==> src/rtl/keypad_scan.sv <==
// keypad_scan
//   Scans a 4x4 active-low matrix keypad and debounces it. It presents one
//   committed 4-bit key code and a single-cycle strobe for each new press.
//   Chords (two or more keys in one scan) are never committed.
//
// Parameters
//   SCAN_DIV        clk cycles each column is driven (>= 4)
//   DEBOUNCE_SCANS  consecutive identical scan results needed to commit (1..15)
//
// Ports
//   clk        single clock, rising edge
//   nst        asynchronous active-low reset
//   row_in     keypad rows, active-low, asynchronous to clk
//   col_out    column drive, active-low, exactly one bit low
//   key_value  committed key code {row[1:0], col[1:0]}, held until next commit
//   key_valid  one-cycle pulse on each committed press
//   key_down   high while the committed key has not been released
module keypad_scan #(
  parameter int SCAN_DIV       = 1000,
  parameter int DEBOUNCE_SCANS = 4
) (
  input  logic       clk,
  input  logic       nst,
  input  logic [3:0] row_in,
  output logic [3:0] col_out,
  output logic [3:0] key_value,
  output logic       key_valid,
  output logic       key_down
);

  localparam int             DIV_W    = (SCAN_DIV > 1) ? $clog2(SCAN_DIV) : 1;
  localparam logic [DIV_W-1:0] DIV_LAST = DIV_W'(SCAN_DIV - 1);
  localparam logic [3:0]     DEB_MAX  = 4'(DEBOUNCE_SCANS);

  typedef enum logic [1:0] {RES_NONE = 2'd0, RES_KEY = 2'd1, RES_MULTI = 2'd2} result_t;
  typedef enum logic {ST_IDLE = 1'b0, ST_PRESSED = 1'b1} state_t;

  logic [3:0]       sync1_reg, sync2_reg;
  logic [DIV_W-1:0] div_reg;
  logic [1:0]       col_reg;
  logic [1:0]       acc_cnt_reg;
  logic [3:0]       acc_code_reg;
  result_t          res_kind_reg;
  logic [3:0]       res_code_reg;
  logic             res_valid_reg;
  result_t          prev_kind_reg;
  logic [3:0]       prev_code_reg;
  logic [3:0]       stable_reg, stable_next;
  state_t           state_reg, state_next;
  logic             commit, release_evt;
  logic [3:0]       key_value_reg;
  logic             key_valid_reg, key_down_reg;

  // Column drive is decoded straight from the column counter.
  genvar gi;
  generate
    for (gi = 0; gi < 4; gi++) begin : g_col
      assign col_out[gi] = (col_reg != 2'(gi));
    end
  endgenerate

  // Per-column evaluation of the synchronised rows, merged into the scan
  // accumulator. Only the first key (lowest column, then lowest row) is kept.
  logic [1:0] col_lows;
  logic [1:0] col_row;
  logic       col_found;
  logic [2:0] acc_sum;
  logic [1:0] acc_cnt_next;
  logic [3:0] acc_code_next;
  result_t    scan_kind;
  logic [3:0] scan_code;

  always_comb begin
    col_lows  = 2'd0;
    col_row   = 2'd0;
    col_found = 1'b0;
    for (int r = 0; r < 4; r++) begin
      if (!sync2_reg[r]) begin
        if (!col_found) begin
          col_row   = 2'(r);
          col_found = 1'b1;
        end
        if (col_lows != 2'd2) col_lows = col_lows + 2'd1;
      end
    end
    acc_sum       = {1'b0, acc_cnt_reg} + {1'b0, col_lows};
    acc_cnt_next  = (acc_sum >= 3'd2) ? 2'd2 : acc_sum[1:0];
    acc_code_next = (acc_cnt_reg == 2'd0 && col_found) ? {col_row, col_reg} : acc_code_reg;
    scan_kind     = RES_NONE;
    scan_code     = 4'd0;
    case (acc_cnt_next)
      2'd0:    scan_kind = RES_NONE;
      2'd1:    begin scan_kind = RES_KEY; scan_code = acc_code_next; end
      default: scan_kind = RES_MULTI;
    endcase
  end

  // Synchroniser, dwell divider, column counter and scan accumulator. The
  // full-scan result is registered at the column-3 sample and consumed by
  // the debounce/FSM stage on the following cycle.
  always_ff @(posedge clk or negedge nst) begin
    if (!nst) begin
      sync1_reg     <= 4'hF;
      sync2_reg     <= 4'hF;
      div_reg       <= '0;
      col_reg       <= 2'd0;
      acc_cnt_reg   <= 2'd0;
      acc_code_reg  <= 4'd0;
      res_kind_reg  <= RES_NONE;
      res_code_reg  <= 4'd0;
      res_valid_reg <= 1'b0;
    end else begin
      sync1_reg     <= row_in;
      sync2_reg     <= sync1_reg;
      res_valid_reg <= 1'b0;
      if (div_reg == DIV_LAST) begin
        div_reg <= '0;
        col_reg <= col_reg + 2'd1;
        if (col_reg == 2'd3) begin
          res_kind_reg  <= scan_kind;
          res_code_reg  <= scan_code;
          res_valid_reg <= 1'b1;
          acc_cnt_reg   <= 2'd0;
          acc_code_reg  <= 4'd0;
        end else begin
          acc_cnt_reg  <= acc_cnt_next;
          acc_code_reg <= acc_code_next;
        end
      end else begin
        div_reg <= div_reg + DIV_W'(1);
      end
    end
  end

  // Stability counting and press/release state machine.
  always_comb begin
    stable_next = stable_reg;
    state_next  = state_reg;
    commit      = 1'b0;
    release_evt = 1'b0;
    if (res_valid_reg) begin
      if (res_kind_reg == prev_kind_reg && res_code_reg == prev_code_reg)
        stable_next = (stable_reg >= DEB_MAX) ? DEB_MAX : stable_reg + 4'd1;
      else
        stable_next = 4'd1;
      case (state_reg)
        ST_IDLE: begin
          if (res_kind_reg == RES_KEY && stable_next == DEB_MAX) begin
            state_next = ST_PRESSED;
            commit     = 1'b1;
          end
        end
        ST_PRESSED: begin
          // Only a debounced all-released scan re-arms; chords and other
          // keys are ignored while a key is held.
          if (res_kind_reg == RES_NONE && stable_next == DEB_MAX) begin
            state_next  = ST_IDLE;
            release_evt = 1'b1;
          end
        end
        default: state_next = ST_IDLE;
      endcase
    end
  end

  always_ff @(posedge clk or negedge nst) begin
    if (!nst) begin
      state_reg     <= ST_IDLE;
      stable_reg    <= 4'd0;
      prev_kind_reg <= RES_NONE;
      prev_code_reg <= 4'd0;
      key_value_reg <= 4'd0;
      key_valid_reg <= 1'b0;
      key_down_reg  <= 1'b0;
    end else begin
      state_reg     <= state_next;
      stable_reg    <= stable_next;
      key_valid_reg <= commit;
      if (res_valid_reg) begin
        prev_kind_reg <= res_kind_reg;
        prev_code_reg <= res_code_reg;
      end
      if (commit) begin
        key_value_reg <= res_code_reg;
        key_down_reg  <= 1'b1;
      end else if (release_evt) begin
        key_down_reg <= 1'b0;
      end
    end
  end

  assign key_value = key_value_reg;
  assign key_valid = key_valid_reg;
  assign key_down  = key_down_reg;

endmodule
==> config.mk <==
export PLATFORM = sky130hd
export DESIGN_NAME = keypad_scan
export DESIGN_NICKNAME = d
export VERILOG_FILES = /design/src/rtl/keypad_scan.sv
export SDC_FILE = /design/constraint.sdc
export NUM_CORES = 1
export LEC_CHECK = 0
export BUFFER_PORTS_ARGS = -buffer_cell sky130_fd_sc_hd__buf_2
export CORE_MARGIN = 10
export CORE_UTILIZATION = 44
export CTS_BUF_LIST = sky130_fd_sc_hd__clkbuf_4
export CTS_CLUSTER_DIAMETER = 80
export DETAILED_ROUTE_END_ITERATION = 16
export PLACE_DENSITY_LB_ADDON = 0.05
export REMOVE_ABC_BUFFERS = 1
export SYNTH_ARGS = -nofsm -noshare
export SYNTH_HDL_FRONTEND = slang
export SYNTH_SLANG_ARGS = --single-unit
==> constraint.sdc <==
create_clock -name clk -period 4.55 [get_ports clk]
set_input_delay 0.2275 -clock clk [delete_from_list [all_inputs] [get_ports clk]]
set_output_delay 0.2275 -clock clk [all_outputs]
set_load 0.02 [all_outputs]
# Word level (Yosys, flattened, before mapping)
# Cells that the tools add are included.
[totals]
ff_bits = 50
input_bits = 6
output_inout_bits = 10
wordCells = 88
[op_classes]
n_addsub = 7
magnitude_cmp = 2
eq_ne = 13
muxes = 39
bitwise = 1
n_reduce_logical = 10
[ops]
columns = ["operator", "count"]
rows = [
  ["2-bit two-way mux", 12],
  ["4-bit two-way mux", 6],
  ["1-bit two-way mux", 18],
  ["10-bit by 1-bit adder with 10-bit output, second input constant", 1],
  ["10-bit equality test, second input constant", 1],
  ["10-bit two-way mux", 1],
  ["2-bit != test, second input constant", 5],
  ["2-bit by 1-bit adder with 2-bit output, second input constant", 4],
  ["2-bit logical NOT", 3],
  ["4-bit by 1-bit adder with 4-bit output, second input constant", 1],
  ["2-bit by 1-bit equality test with 1-bit output, second input constant", 2],
  ["4-bit by 3-bit equality test with 1-bit output, second input constant", 1],
  ["4-bit equality test", 1],
  ["4-bit by 3-bit greater-or-equal comparator with 1-bit output, second input constant", 1],
  ["1-bit logical AND", 4],
  ["2-bit case mux with 2 select lines", 1],
  ["2-bit nonzero test", 2],
  ["2-bit by 2-bit adder with 3-bit output", 1],
  ["3-bit by 2-bit greater-or-equal comparator with 1-bit output, second input constant", 1],
  ["2-bit equality test", 1],
  ["2-bit equality test, second input constant", 1],
  ["2-bit by 1-bit != test with 1-bit output, second input constant", 1],
  ["1-bit case mux with 2 select lines", 1],
  ["2-bit AND reduction", 1],
  ["1-bit inverter", 1],
]

# Longest topological paths before layout
[depth]
depth_word = 15
mapped_depth = 11

# Worst setup path before layout
# Ideal clock, no wire load.
[synth_path]
kind = "reg-to-reg"
from = "register sync2_reg[0]"
to = "register res_code_reg[0]"
setup_ns = 0.096
t_arrival_ns = 2.374
required_time_ns = 4.454
path_slack_ns = 2.080
path_stages_with_launch = 12
period_less_slack_ns = 2.470
path_cell_list = "dfstp_2 -> inv_1 -> ha_1 -> mux2i_1 -> ha_1 -> nor2_1 -> a21oi_1 -> ha_1 -> inv_1 -> fa_1 -> nand3_1 -> o31ai_1"
[synth_between]
elab_chain_cells = 15
elab_cells_between_ends = 24
cone_classes = "4 x add/sub; 1 x order compare; 4 x eq/ne; 14 x mux; 1 x reduce/logical"
[synth_rtl]
columns = ["element", "line_no", "rtl"]
rows = [
  ["from (decl)", "38", "logic [3:0] sync1_reg, sync2_reg;"],
  ["from (signal assigned)", "114", "sync2_reg <= sync1_reg;"],
  ["1-bit two-way mux", "78", "if (!sync2_reg[r]) begin"],
  ["2-bit by 1-bit adder with 2-bit output or 2-bit != test (tied branches)", "83", "if (col_lows != 2'd2) col_lows = col_lows + 2'd1;"],
  ["2-bit two-way mux", "83", ""],
  ["2-bit two-way mux", "78", ""],
  ["2-bit by 1-bit adder with 2-bit output or 2-bit != test (tied branches)", "83", ""],
  ["2-bit two-way mux", "83", ""],
  ["2-bit two-way mux", "78", ""],
  ["2-bit by 1-bit adder with 2-bit output or 2-bit != test (tied branches)", "83", ""],
  ["2-bit two-way mux", "83", ""],
  ["2-bit two-way mux", "78", ""],
  ["2-bit by 2-bit adder with 3-bit output", "86", "acc_sum = {1'b0, acc_cnt_reg} + {1'b0, col_lows};"],
  ["3-bit by 2-bit greater-or-equal comparator with 1-bit output", "87", "acc_cnt_next = (acc_sum >= 3'd2) ? 2'd2 : acc_sum[1:0];"],
  ["2-bit two-way mux", "87", ""],
  ["2-bit by 1-bit equality test with 1-bit output", "91", "case (acc_cnt_next)"],
  ["4-bit two-way mux (*)", "91", ""],
  ["to (signal assigned)", "121", "res_code_reg <= scan_code;"],
  ["to (decl)", "44", "logic [3:0] res_code_reg;"],
]
# Mark *: on every way between the ends. The rest lies on a longest branch, timed or not.
# A chain may end at the register's enable or synchronous reset.

# Worst setup path after layout
# Same ends and word-level chain as after synthesis.

==> impl_metrics.toml <==
[run_status]
status = "finished, final reports clean"

[timing]
worstMarginPinSlew_ps = 1060
setup_viol = 0
period_minus_slack_ps = 2715
fin_crit_sh_pct = 59.67
fin_skew_ps = 13.09
max_clock_freq_ghz = 0.3683
rsz0062_at_grt = "no"
relSlewSlack_pct = 29.34
fin_tns_setup_ps = 0
worst_slack_ps = 1835
slew_violations = 0
hold_slack_ps = 37.06
finalHoldViolCount = 0

[route]
wire_per_inst_um = 13.29
drc = 0
viasPerCell = 5.110
antenna_left = 0
drt-initial-drc-count = 71
drtPass1Iterations = 3
vias = 1492
drt_wl_total_um = 3881

[floorplan]
fp-row-count = 26
ios = 16
die_w_um = 92.36
die_y_um = 92.36
initial_utilization_pct = 45.10
core_area_um2 = 5107
dieArea_um2 = 8529

[setup_path]
path_class = "reg -> reg"
critPathLaunchType = "register"
cp-end-kind = "register"
path_max_fanout = 6
startpoint = "sync2_reg[0]"
reg2reg_setup_slack_ps = 1840
timing.rr.start = "sync2_reg[0]"
cp_data_required_time_ps = 4820
r2r_cells = 11
crit_arrival_ps = 2990

[min_path]
min_path_type = "in -> async"

[layout]
final_util_pct = 50.15
stdcell_area_um2 = 2561
drive_gt1_share_pct = 22.07
final_cell_mix = "42 x dfrtp_1, 21 x nand2_1, 15 x inv_1, 15 x nor2_1, 15 x buf_2"
ff_latch_area_um2 = 1261
multi_input_area_um2 = 962.2
synthToLayoutAreaGrowth_pct = 11.19
nNetsFinal = 241
num-fill-cells = 479
largest_reg_flops = 10
diodes = 0
final_common_cell = "dfrtp_1"

[synth]
synth_area_leaders = "dfrtp_1 46%, dfstp_2 9.1%, ha_1 6.5%"
synth_area_um2 = 2303
synth-warning-count = 0
syn-mean-instance-area_um2 = 11.58
synth_edf_count = 0
ys_async_sr_fraction_pct = 100.0
synth_top_area_cell = "dfrtp_1"
synthCells = 199
ys_seq_area_share_pct = 54.75
ys_seq_elements = 50
yosysTopAreaCellShare_pct = 45.63
yosys.cell_types.count = 43
synth-main-ff-cell = "dfrtp_1"

[clocking]
cts-root-buf = "clkbuf_4"
cts_tree = "built"
insertion_delay_ps = 360
clockBufferDepth = 2
cts-resized-gates = 0
cts_num_sinks = 50
postCtsSetupBuffers = 0
clk_pin_slew_worst_paths_ps = 140
cts_buffers = 5
h-tree-depth = 2

[placement]
gp_congestion = 0.8277
dp_hpwl_um = 2839
place_ws_ps = 1827
portBuffers = 15
place_area_um2 = 2450

[power_and_ir_drop]
ir_drop_v = 0.0001475
p_per_area_nw_per_um2 = 283.5
cellLeakagePower_nw = 1.258

[global_routing]
grt_pass1_vias = 1596
grt_pass1_wl_um = 6989
antenna_found_initial = 0
grt_max_degree = 51
grt-ovfl-total = 0
gr-usage-all-layers_pct = 9.857

[flow_run]
cap_violations = 0
## cell usage after synthesis, types with 2 or more instances
cell / instances
dfrtp_1: 42
nand2_1: 21
inv_1: 15
nor2_1: 15
ha_1: 12
mux2_2: 12
dfstp_2: 8
o21ai_0: 8
xnor2_1: 7
xor2_1: 7
nor3_1: 5
o31ai_1: 5
a21oi_1: 4
nand3_1: 4
mux2i_1: 3
and2_1: 2
clkbuf_1: 2
or3_2: 2
## worst max-delay path, cell delays in order, from the launching register on
cell and delay [ps]:
dfstp_2 580, inv_1 50, ha_1 280, mux2i_1 190
ha_1 180, nor2_1 40, a21oi_1 120, ha_1 160
inv_1 50, fa_1 490, nand3_1 190, o31ai_1 300
## cell families after synthesis
logic type,count (synthesis),synth area share (%)
multiplexers,15,7.170
buffers and inverters,19,3.476
AO/OA/AOI/OAI,28,8.366
adder cells (fa/ha/maj),13,7.387
flip-flops,50,54.75
AND/OR/NAND/NOR,60,13.53
XOR/XNOR,14,5.323
## metal layers
layer	routed length (um)	vias up	GRT usage, %
met4	55	0	3.856
met2	1876	20	16.18
met3	177	6	3.551
met5	0	-	0
li1	-	725	-
met1	1770	741	11.52
## metrics by stage
stage / std cells / total power, W
after global routing: 292 / 0.0007525
after floorplan: 195 / 0.0004745
after global placement: 281 / 0.0004884
after CTS: 292 / 0.0007375
after detailed placement: 281 / 0.0004897
final: 292 / 0.0007262
## worst paths after layout
check / end
setup / recovery: res_code_reg[0]
hold / removal: stable_reg[0]
setup reg to reg: res_code_reg[0]
hold reg to reg: sync2_reg[1]
max in group asynchronous: col_reg[1]
min in group clk: sync2_reg[1]
## where the power goes
part	internal (W)	switching (W)
sequential	0.000451	0.00000303
combinational	0.0000104	0.0000185
clock	0.000111	0.000132
## area by class of cell
type / count / area share (%)
clock buffer: 5 / 1.466
clock inverter: 2 / 1.319
inverter: 15 / 2.198
multi-input combinational: 130 / 37.57
sequential: 50 / 49.24
tap: 70 / 3.420
timing repair buffer: 20 / 4.788
## repair_timing
item / 4_1_cts / 5_1_grt
endpoints found under the setup margin: 0 / 0
hold endpoints to repair: 4 / 0
hold buffers: 4 / 0
No activity file was read; power rests on OpenSTA's default activity.
